## config.mk

```make
export PLATFORM = sky130hd
export DESIGN_NAME = dircc_msg_ring_writer_flat
export DESIGN_NICKNAME = d
export VERILOG_FILES = /design/src/rtl/dircc_msg_pkg.sv /design/src/rtl/dircc_msg_ring_writer_if.sv /design/src/rtl/dircc_ring_space.sv /design/src/rtl/dircc_msg_ring_writer.sv /design/src/flat_wrapper.sv
export SDC_FILE = /design/constraint.sdc
export NUM_CORES = 1
export LEC_CHECK = 0
export CELL_PAD_IN_SITES_DETAIL_PLACEMENT = 1
export CELL_PAD_IN_SITES_GLOBAL_PLACEMENT = 1
export CORE_ASPECT_RATIO = 2
export CORE_MARGIN = 2
export CORE_UTILIZATION = 43
export DETAILED_ROUTE_END_ITERATION = 8
export DONT_BUFFER_PORTS = 1
export GPL_TIMING_DRIVEN = 0
export PLACE_DENSITY_LB_ADDON = 0.1
export SYNTH_ARGS = -nofsm -noshare
export SYNTH_HDL_FRONTEND = slang
export SYNTH_SLANG_ARGS = --single-unit
```

## constraint.sdc

```tcl
create_clock -name clk -period 4.9 [get_ports clk]
set_clock_uncertainty 0.05 [all_clocks]
set_input_delay 0.98 -clock clk [delete_from_list [all_inputs] [get_ports clk]]
set_output_delay 0.98 -clock clk [all_outputs]
set_load 0.02 [all_outputs]
```

## src/rtl/dircc_msg_pkg.sv

```systemverilog
// rtl/dircc_msg_pkg.sv - shared FSM state type and bus widths for the message ring writer
package dircc_msg_pkg;

    localparam int FLIT_W = 16;
    localparam int MEM_AW = 14;

    typedef enum logic [1:0] {
        ST_IDLE    = 2'd0,
        ST_PAYLOAD = 2'd1,
        ST_HEADER  = 2'd2,
        ST_DROP    = 2'd3
    } state_t;

endpackage

```

## src/rtl/dircc_msg_ring_writer_if.sv

```systemverilog
// rtl/dircc_msg_ring_writer_if.sv - router flit stream in, 16-bit processing-memory write port out
interface dircc_msg_ring_writer_if;
    import dircc_msg_pkg::*;

    logic              in_valid;
    logic              in_ready;
    logic [FLIT_W-1:0] in_data;
    logic              in_sop;
    logic              in_eop;

    logic [MEM_AW-1:0] mem_address;
    logic              mem_chipselect;
    logic              mem_write;
    logic [FLIT_W-1:0] mem_writedata;
    logic [1:0]        mem_byteenable;
    logic              mem_clken;

    modport master (
        output in_valid, in_data, in_sop, in_eop,
        input  in_ready,
        input  mem_address, mem_chipselect, mem_write, mem_writedata, mem_byteenable, mem_clken
    );

    modport slave (
        input  in_valid, in_data, in_sop, in_eop,
        output in_ready,
        output mem_address, mem_chipselect, mem_write, mem_writedata, mem_byteenable, mem_clken
    );

endinterface

```

## src/rtl/dircc_ring_space.sv

```systemverilog
// rtl/dircc_ring_space.sv - free-space test: is there room for one worst-case packet plus header
module dircc_ring_space #(
    parameter int RING_WORDS    = 2048,
    parameter int MAX_PKT_WORDS = 32
) (
    input  logic [$clog2(RING_WORDS)-1:0] i_wr_ptr,
    input  logic [$clog2(RING_WORDS)-1:0] i_rd_ptr,
    output logic                          o_space_ok
);

    localparam int PW = $clog2(RING_WORDS);

    logic [PW-1:0] w_used;
    logic [PW-1:0] w_free;

    // Pointer subtraction wraps naturally because the ring size is a power of two.
    assign w_used     = i_wr_ptr - i_rd_ptr;
    assign w_free     = PW'(RING_WORDS - 1) - w_used;
    assign o_space_ok = (32'(w_free) >= MAX_PKT_WORDS + 1);

endmodule

```

## src/rtl/dircc_msg_ring_writer.sv

```systemverilog
// rtl/dircc_msg_ring_writer.sv - writes router packets into a CPU ring, header committed last
module dircc_msg_ring_writer
    import dircc_msg_pkg::*;
#(
    parameter logic [MEM_AW-1:0] BASE_ADDR     = 14'd12288,
    parameter int                RING_WORDS    = 2048,
    parameter int                MAX_PKT_WORDS = 32
) (
    input  logic                          clk,
    input  logic                          reset,
    dircc_msg_ring_writer_if.slave        bus,
    input  logic [$clog2(RING_WORDS)-1:0] cpu_rd_ptr,
    output logic [$clog2(RING_WORDS)-1:0] wr_ptr,
    output logic [15:0]                   pkt_count,
    output logic [15:0]                   drop_count,
    output logic                          irq,
    input  logic                          irq_ack
);

    localparam int              PW      = $clog2(RING_WORDS);
    localparam int              LW      = $clog2(MAX_PKT_WORDS + 1);
    localparam logic [LW-1:0]   LEN_MAX = LW'(MAX_PKT_WORDS);

    state_t            r_state, w_state_nxt;
    logic [PW-1:0]     r_wr_ptr;
    logic [LW-1:0]     r_len, w_len_nxt;
    logic [15:0]       r_pkt_count, r_drop_count;
    logic              r_irq;

    logic              w_space_ok, w_ready, w_accept;
    logic              w_wr_en, w_commit, w_drop;
    logic [PW-1:0]     w_wr_off;
    logic [FLIT_W-1:0] w_wr_data;

    dircc_ring_space #(
        .RING_WORDS    (RING_WORDS),
        .MAX_PKT_WORDS (MAX_PKT_WORDS)
    ) u_space (
        .i_wr_ptr   (r_wr_ptr),
        .i_rd_ptr   (cpu_rd_ptr),
        .o_space_ok (w_space_ok)
    );

    always_comb begin
        w_state_nxt = r_state;
        w_len_nxt   = r_len;
        w_ready     = 1'b0;
        w_wr_en     = 1'b0;
        w_wr_off    = r_wr_ptr + PW'(1);
        w_wr_data   = bus.in_data;
        w_commit    = 1'b0;
        w_drop      = 1'b0;
        if (!reset) begin
            case (r_state)
                ST_IDLE:   w_ready = w_space_ok;
                ST_HEADER: w_ready = 1'b0;
                default:   w_ready = 1'b1;
            endcase
        end
        w_accept = bus.in_valid && w_ready;

        case (r_state)
            ST_IDLE, ST_PAYLOAD: begin
                if (w_accept && bus.in_sop) begin
                    // A SOP always starts a fresh packet; a partial one in flight is abandoned.
                    w_drop      = (r_state == ST_PAYLOAD);
                    w_wr_en     = 1'b1;
                    w_len_nxt   = LW'(1);
                    w_state_nxt = bus.in_eop ? ST_HEADER : ST_PAYLOAD;
                end else if (w_accept && r_state == ST_IDLE) begin
                    w_drop      = bus.in_eop;
                    w_state_nxt = bus.in_eop ? ST_IDLE : ST_DROP;
                end else if (w_accept) begin
                    if (r_len == LEN_MAX) begin
                        w_drop      = bus.in_eop;
                        w_state_nxt = bus.in_eop ? ST_IDLE : ST_DROP;
                    end else begin
                        w_wr_en   = 1'b1;
                        w_wr_off  = r_wr_ptr + PW'(1) + PW'(r_len);
                        w_len_nxt = r_len + LW'(1);
                        if (bus.in_eop) w_state_nxt = ST_HEADER;
                    end
                end
            end
            ST_HEADER: begin
                w_wr_en     = 1'b1;
                w_wr_off    = r_wr_ptr;
                w_wr_data   = FLIT_W'(r_len);
                w_commit    = 1'b1;
                w_state_nxt = ST_IDLE;
            end
            default: begin
                if (w_accept && bus.in_eop) begin
                    w_drop      = 1'b1;
                    w_state_nxt = ST_IDLE;
                end
            end
        endcase
    end

    always_ff @(posedge clk) begin
        if (reset) begin
            r_state      <= ST_IDLE;
            r_wr_ptr     <= '0;
            r_len        <= '0;
            r_pkt_count  <= '0;
            r_drop_count <= '0;
            r_irq        <= 1'b0;
        end else begin
            r_state <= w_state_nxt;
            r_len   <= w_len_nxt;
            if (w_commit) begin
                r_wr_ptr    <= r_wr_ptr + PW'(r_len) + PW'(1);
                r_pkt_count <= r_pkt_count + 16'd1;
            end
            if (w_drop) r_drop_count <= r_drop_count + 16'd1;
            // A commit wins over a coincident acknowledge so no packet goes unsignalled.
            if (w_commit)     r_irq <= 1'b1;
            else if (irq_ack) r_irq <= 1'b0;
        end
    end

    assign bus.in_ready       = w_ready;
    assign bus.mem_chipselect = w_wr_en && !reset;
    assign bus.mem_write      = w_wr_en && !reset;
    assign bus.mem_address    = BASE_ADDR + MEM_AW'(w_wr_off);
    assign bus.mem_writedata  = w_wr_data;
    assign bus.mem_byteenable = 2'b11;
    assign bus.mem_clken      = 1'b1;

    assign wr_ptr     = r_wr_ptr;
    assign pkt_count  = r_pkt_count;
    assign drop_count = r_drop_count;
    assign irq        = r_irq;

endmodule

```

## src/flat_wrapper.sv

```systemverilog
// flat-port wrapper written by rule: the top's interface ports become plain ports
module dircc_msg_ring_writer_flat import dircc_msg_pkg::*;
#(
    parameter logic [MEM_AW-1:0] BASE_ADDR     = 14'd12288,
    parameter int                RING_WORDS    = 2048,
    parameter int                MAX_PKT_WORDS = 32
)
  (clk, reset, cpu_rd_ptr, wr_ptr, pkt_count, drop_count, irq, irq_ack, bus_in_valid, bus_in_data, bus_in_sop, bus_in_eop, bus_in_ready, bus_mem_address, bus_mem_chipselect, bus_mem_write, bus_mem_writedata, bus_mem_byteenable, bus_mem_clken);
  dircc_msg_ring_writer_if bus_i ();
  input  logic clk;
  input  logic reset;
  input  logic [$clog2(RING_WORDS)-1:0] cpu_rd_ptr;
  output logic [$clog2(RING_WORDS)-1:0] wr_ptr;
  output logic [15:0] pkt_count;
  output logic [15:0] drop_count;
  output logic irq;
  input  logic irq_ack;
  input wire logic [$bits(bus_i.in_valid)-1:0] bus_in_valid;
  input wire logic [$bits(bus_i.in_data)-1:0] bus_in_data;
  input wire logic [$bits(bus_i.in_sop)-1:0] bus_in_sop;
  input wire logic [$bits(bus_i.in_eop)-1:0] bus_in_eop;
  output wire logic [$bits(bus_i.in_ready)-1:0] bus_in_ready;
  output wire logic [$bits(bus_i.mem_address)-1:0] bus_mem_address;
  output wire logic [$bits(bus_i.mem_chipselect)-1:0] bus_mem_chipselect;
  output wire logic [$bits(bus_i.mem_write)-1:0] bus_mem_write;
  output wire logic [$bits(bus_i.mem_writedata)-1:0] bus_mem_writedata;
  output wire logic [$bits(bus_i.mem_byteenable)-1:0] bus_mem_byteenable;
  output wire logic [$bits(bus_i.mem_clken)-1:0] bus_mem_clken;
  assign bus_i.in_valid = bus_in_valid;
  assign bus_i.in_data = bus_in_data;
  assign bus_i.in_sop = bus_in_sop;
  assign bus_i.in_eop = bus_in_eop;
  assign bus_in_ready = bus_i.in_ready;
  assign bus_mem_address = bus_i.mem_address;
  assign bus_mem_chipselect = bus_i.mem_chipselect;
  assign bus_mem_write = bus_i.mem_write;
  assign bus_mem_writedata = bus_i.mem_writedata;
  assign bus_mem_byteenable = bus_i.mem_byteenable;
  assign bus_mem_clken = bus_i.mem_clken;
  dircc_msg_ring_writer #(.BASE_ADDR(BASE_ADDR), .RING_WORDS(RING_WORDS), .MAX_PKT_WORDS(MAX_PKT_WORDS)) u_core (.clk(clk), .reset(reset), .bus(bus_i), .cpu_rd_ptr(cpu_rd_ptr), .wr_ptr(wr_ptr), .pkt_count(pkt_count), .drop_count(drop_count), .irq(irq), .irq_ack(irq_ack));
endmodule
```

==> impl_metrics.json <==
{
  "synth_edf_count": 0,
  "period_needed_ns": 4.79,
  "grt_pass1_wl_um": 21000,
  "core_area_sq_um": 9320,
  "startpoint": "cpu_rd_ptr[0]",
  "routed_via_density": 6.07,
  "ys_ff_latch": 52,
  "grt_pass1_vias": 4349,
  "antenna_cells": 0,
  "start_util": 0.439,
  "top_layer_used": "met4",
  "hold_viol": 0,
  "finalPower_mw": 0.972,
  "layout_commonest_cell": "nand2_1",
  "setup_tns_ns": 0,
  "ant_nets": 0,
  "dr_wl_met2_um": 7840,
  "clk_pin_slew_ns": 0.07,
  "setup_viol": 0,
  "first_pass_iters": 4,
  "wirelength_um": 13100,
  "stdcell_area_sq_um": 4430,
  "ir_drop_uv": 231,
  "track_usage": 0.257,
  "synth_cell_types": 68,
  "overflow": 0,
  "rows": 50,
  "io_buffers": 0,
  "ios": 113,
  "wl_met1_um": 4370,
  "dpl_cell_area_sq_um": 4240,
  "worstSetupEndpoint": "bus_mem_write",
  "worstMarginPinSlew_ns": 0.779,
  "drt_first_iter_violations": 165,
  "reg2reg_depth": 12,
  "ys_seq_area_frac": 0.254,
  "status": "complete, no violations",
  "hold_class": "reg2reg",
  "required_ns": 3.87,
  "die_y_um": 142,
  "insertion_delay_ns": 0.29,
  "die_w_um": 73.0,
  "synth-main-ff-cell": "dfxtp_1",
  "cp-start-kind": "input pin",
  "place.gp.congestion": 0.840,
  "antenna_found_initial": 0,
  "synthCells": 543,
  "slew_viol_final": 0,
  "rsz0062_at_grt": "yes",
  "fill_cells": 1201,
  "crit_type": "in2out",
  "clock_path_buffers": 2,
  "cts_tree": "built",
  "dieArea_sq_um": 10400,
  "relSlewSlack": 0.475,
  "vias": 3995,
  "dp_hpwl_um": 10700,
  "avgSynthCellArea_sq_um": 7.54,
  "period_share": 0.978,
  "nets": 619,
  "root_buffer": "clkbuf_16",
  "post-route-drc-count": 0,
  "grt_start_max_net_pins": 14,
  "drive_above_1_share": 0.0830,
  "worstPathMaxFanout": 8,
  "cts.sinks": 52,
  "layout_common_cells": "62 x nand2_1, 54 x nor2_1, 48 x dfxtp_1",
  "syn_area_sq_um": 4090,
  "area_growth_pct": 8.19,
  "max-cap-violations": 0,
  "fmax_ghz": 0.209,
  "p_leak_nw": 1.68,
  "r2r_end": "u_core.drop_count[1]",
  "end_kind": "primary output",
  "arrival_ns": 3.76,
  "hold_slack_ns": 0.522,
  "avgRoutedWirePerCell_um": 20.0,
  "power_density_nw_per_um2": 219,
  "wl_met3_um": 516,
  "synthArstFlopShare": 0,
  "rr_startpoint": "u_core.wr_ptr[7]",
  "r2r_slack_ns": 1.15,
  "cts_buffers": 5,
  "yosysWarningCount": 0,
  "htreeDepth": 2
}
## critical path, cell delays in order
cell and delay [ns]:
ha_1 0.20, fa_1 0.43, a211oi_2 0.32, o21bai_2 0.17, o221ai_1 0.23, xnor2_1 0.23
nand4_4 0.23, or2_1 0.28, buf_2 0.16, nand3_1 0.17, a21oi_2 0.14, buf_4 0.21
## power by group
part           internal (mW)  total (mW)  leakage [nW]  switching, mW
combinational         0.0617       0.198          1.20          0.137
clock                  0.181       0.333        0.0616          0.151
sequential             0.428       0.441         0.422         0.0122
total                  0.671       0.972          1.68          0.300
## layer usage
layer	vias to the layer above	track usage
li1	1936	-
met2	87	0.524
met5	-	0
met3	28	0.0453
met4	0	0.0955
met1	1944	0.236
## how the worst min path moves through the flow
stage	start	endpoint	slack, ns	cells past startpoint
after floorplan	u_core.r_len[5]	u_core.r_len[5]	0.45	2
after global placement	u_core.r_len[5]	u_core.r_len[5]	0.50	2
after detailed placement	u_core.irq	u_core.irq	0.54	2
after CTS	u_core.irq	u_core.irq	0.55	2
after global routing	u_core.wr_ptr[5]	u_core.wr_ptr[5]	0.55	2
final	u_core.wr_ptr[5]	u_core.wr_ptr[5]	0.52	2
## synthesized netlist by cell type (3+ instances only)
library cell | count | area, sq um
clkbuf_1 | 20 | 75.1
xor2_1 | 27 | 236
o21ai_0 | 24 | 120
a21o_1 | 5 | 37.5
dfxtp_1 | 52 | 1040
a211oi_1 | 7 | 52.6
o31ai_1 | 9 | 67.6
and2_1 | 11 | 68.8
or4_1 | 7 | 52.6
o21a_1 | 3 | 22.5
nor2_1 | 55 | 206
inv_1 | 24 | 90.1
a31oi_1 | 3 | 18.8
nand3_1 | 18 | 90.1
nor3_1 | 12 | 60.1
xnor2_1 | 18 | 158
and3_1 | 10 | 62.6
nand2b_1 | 4 | 25.0
nand2_1 | 62 | 233
fa_1 | 3 | 60.1
or3_1 | 7 | 43.8
o2111ai_1 | 4 | 35.0
o22ai_1 | 3 | 18.8
mux2i_1 | 3 | 30.0
and4_1 | 3 | 26.3
a21oi_1 | 40 | 200
ha_1 | 27 | 338
o41ai_1 | 3 | 26.3
buf_1 | 4 | 15.0
buf_4 | 9 | 67.6
nor2b_1 | 7 | 43.8
a21boi_0 | 3 | 22.5
nand4_1 | 9 | 56.3
o211ai_1 | 7 | 52.6
## final cells by class
| type | count | area (sq um) | area share |
|---|---|---|---|
| plain buffers | 35 | 173 | 0.0390 |
| clock buffers | 5 | 125 | 0.0282 |
| inverters | 26 | 97.6 | 0.0220 |
| multi-input cells | 434 | 2840 | 0.641 |
| flip-flops and latches | 52 | 1050 | 0.237 |
| well taps | 104 | 130 | 0.0294 |
| repair buffers | 2 | 15.0 | 0.00339 |
## through the flow
stage                     worst slack [ns]  instances  utilization
after floorplan                      0.307        547            -
after global placement              -0.140        651        0.455
after detailed placement            -0.184        651        0.455
after CTS                           0.0248        656        0.470
after global routing               -0.0490        658        0.475
final                                0.109        658        0.475
## cells by family (layout without fill, tap and decap cells)
| logic type | count (synthesis) | count (layout) | synth area share |
|---|---|---|---|
| other | 2 | 6 | 0.00183 |
| AO/OA/AOI/OAI | 131 | 131 | 0.210 |
| XOR/XNOR | 45 | 45 | 0.0963 |
| flip-flops | 52 | 52 | 0.254 |
| multiplexers | 5 | 5 | 0.0128 |
| AND/OR/NAND/NOR | 217 | 217 | 0.263 |
| buffers and inverters | 61 | 68 | 0.0648 |
| adder cells (fa/ha/maj) | 30 | 30 | 0.0972 |
## flip-flops by register name, summed over array words and instances (netlist names)
signal and cells:
u_core.pkt_count 16, u_core.irq 1, u_core.wr_ptr 11, u_core.drop_count 16, u_core.r_state 2, u_core.r_len 6
## timing repair
action | in CTS | in global routing
hold buffers | 0 | 0
setup endpoints to repair | 4 | 7
pin swaps | 0 | 3
setup buffers | 0 | 2
resized for setup | 5 | 15
Note: power is estimated with default switching activity, not from simulation.
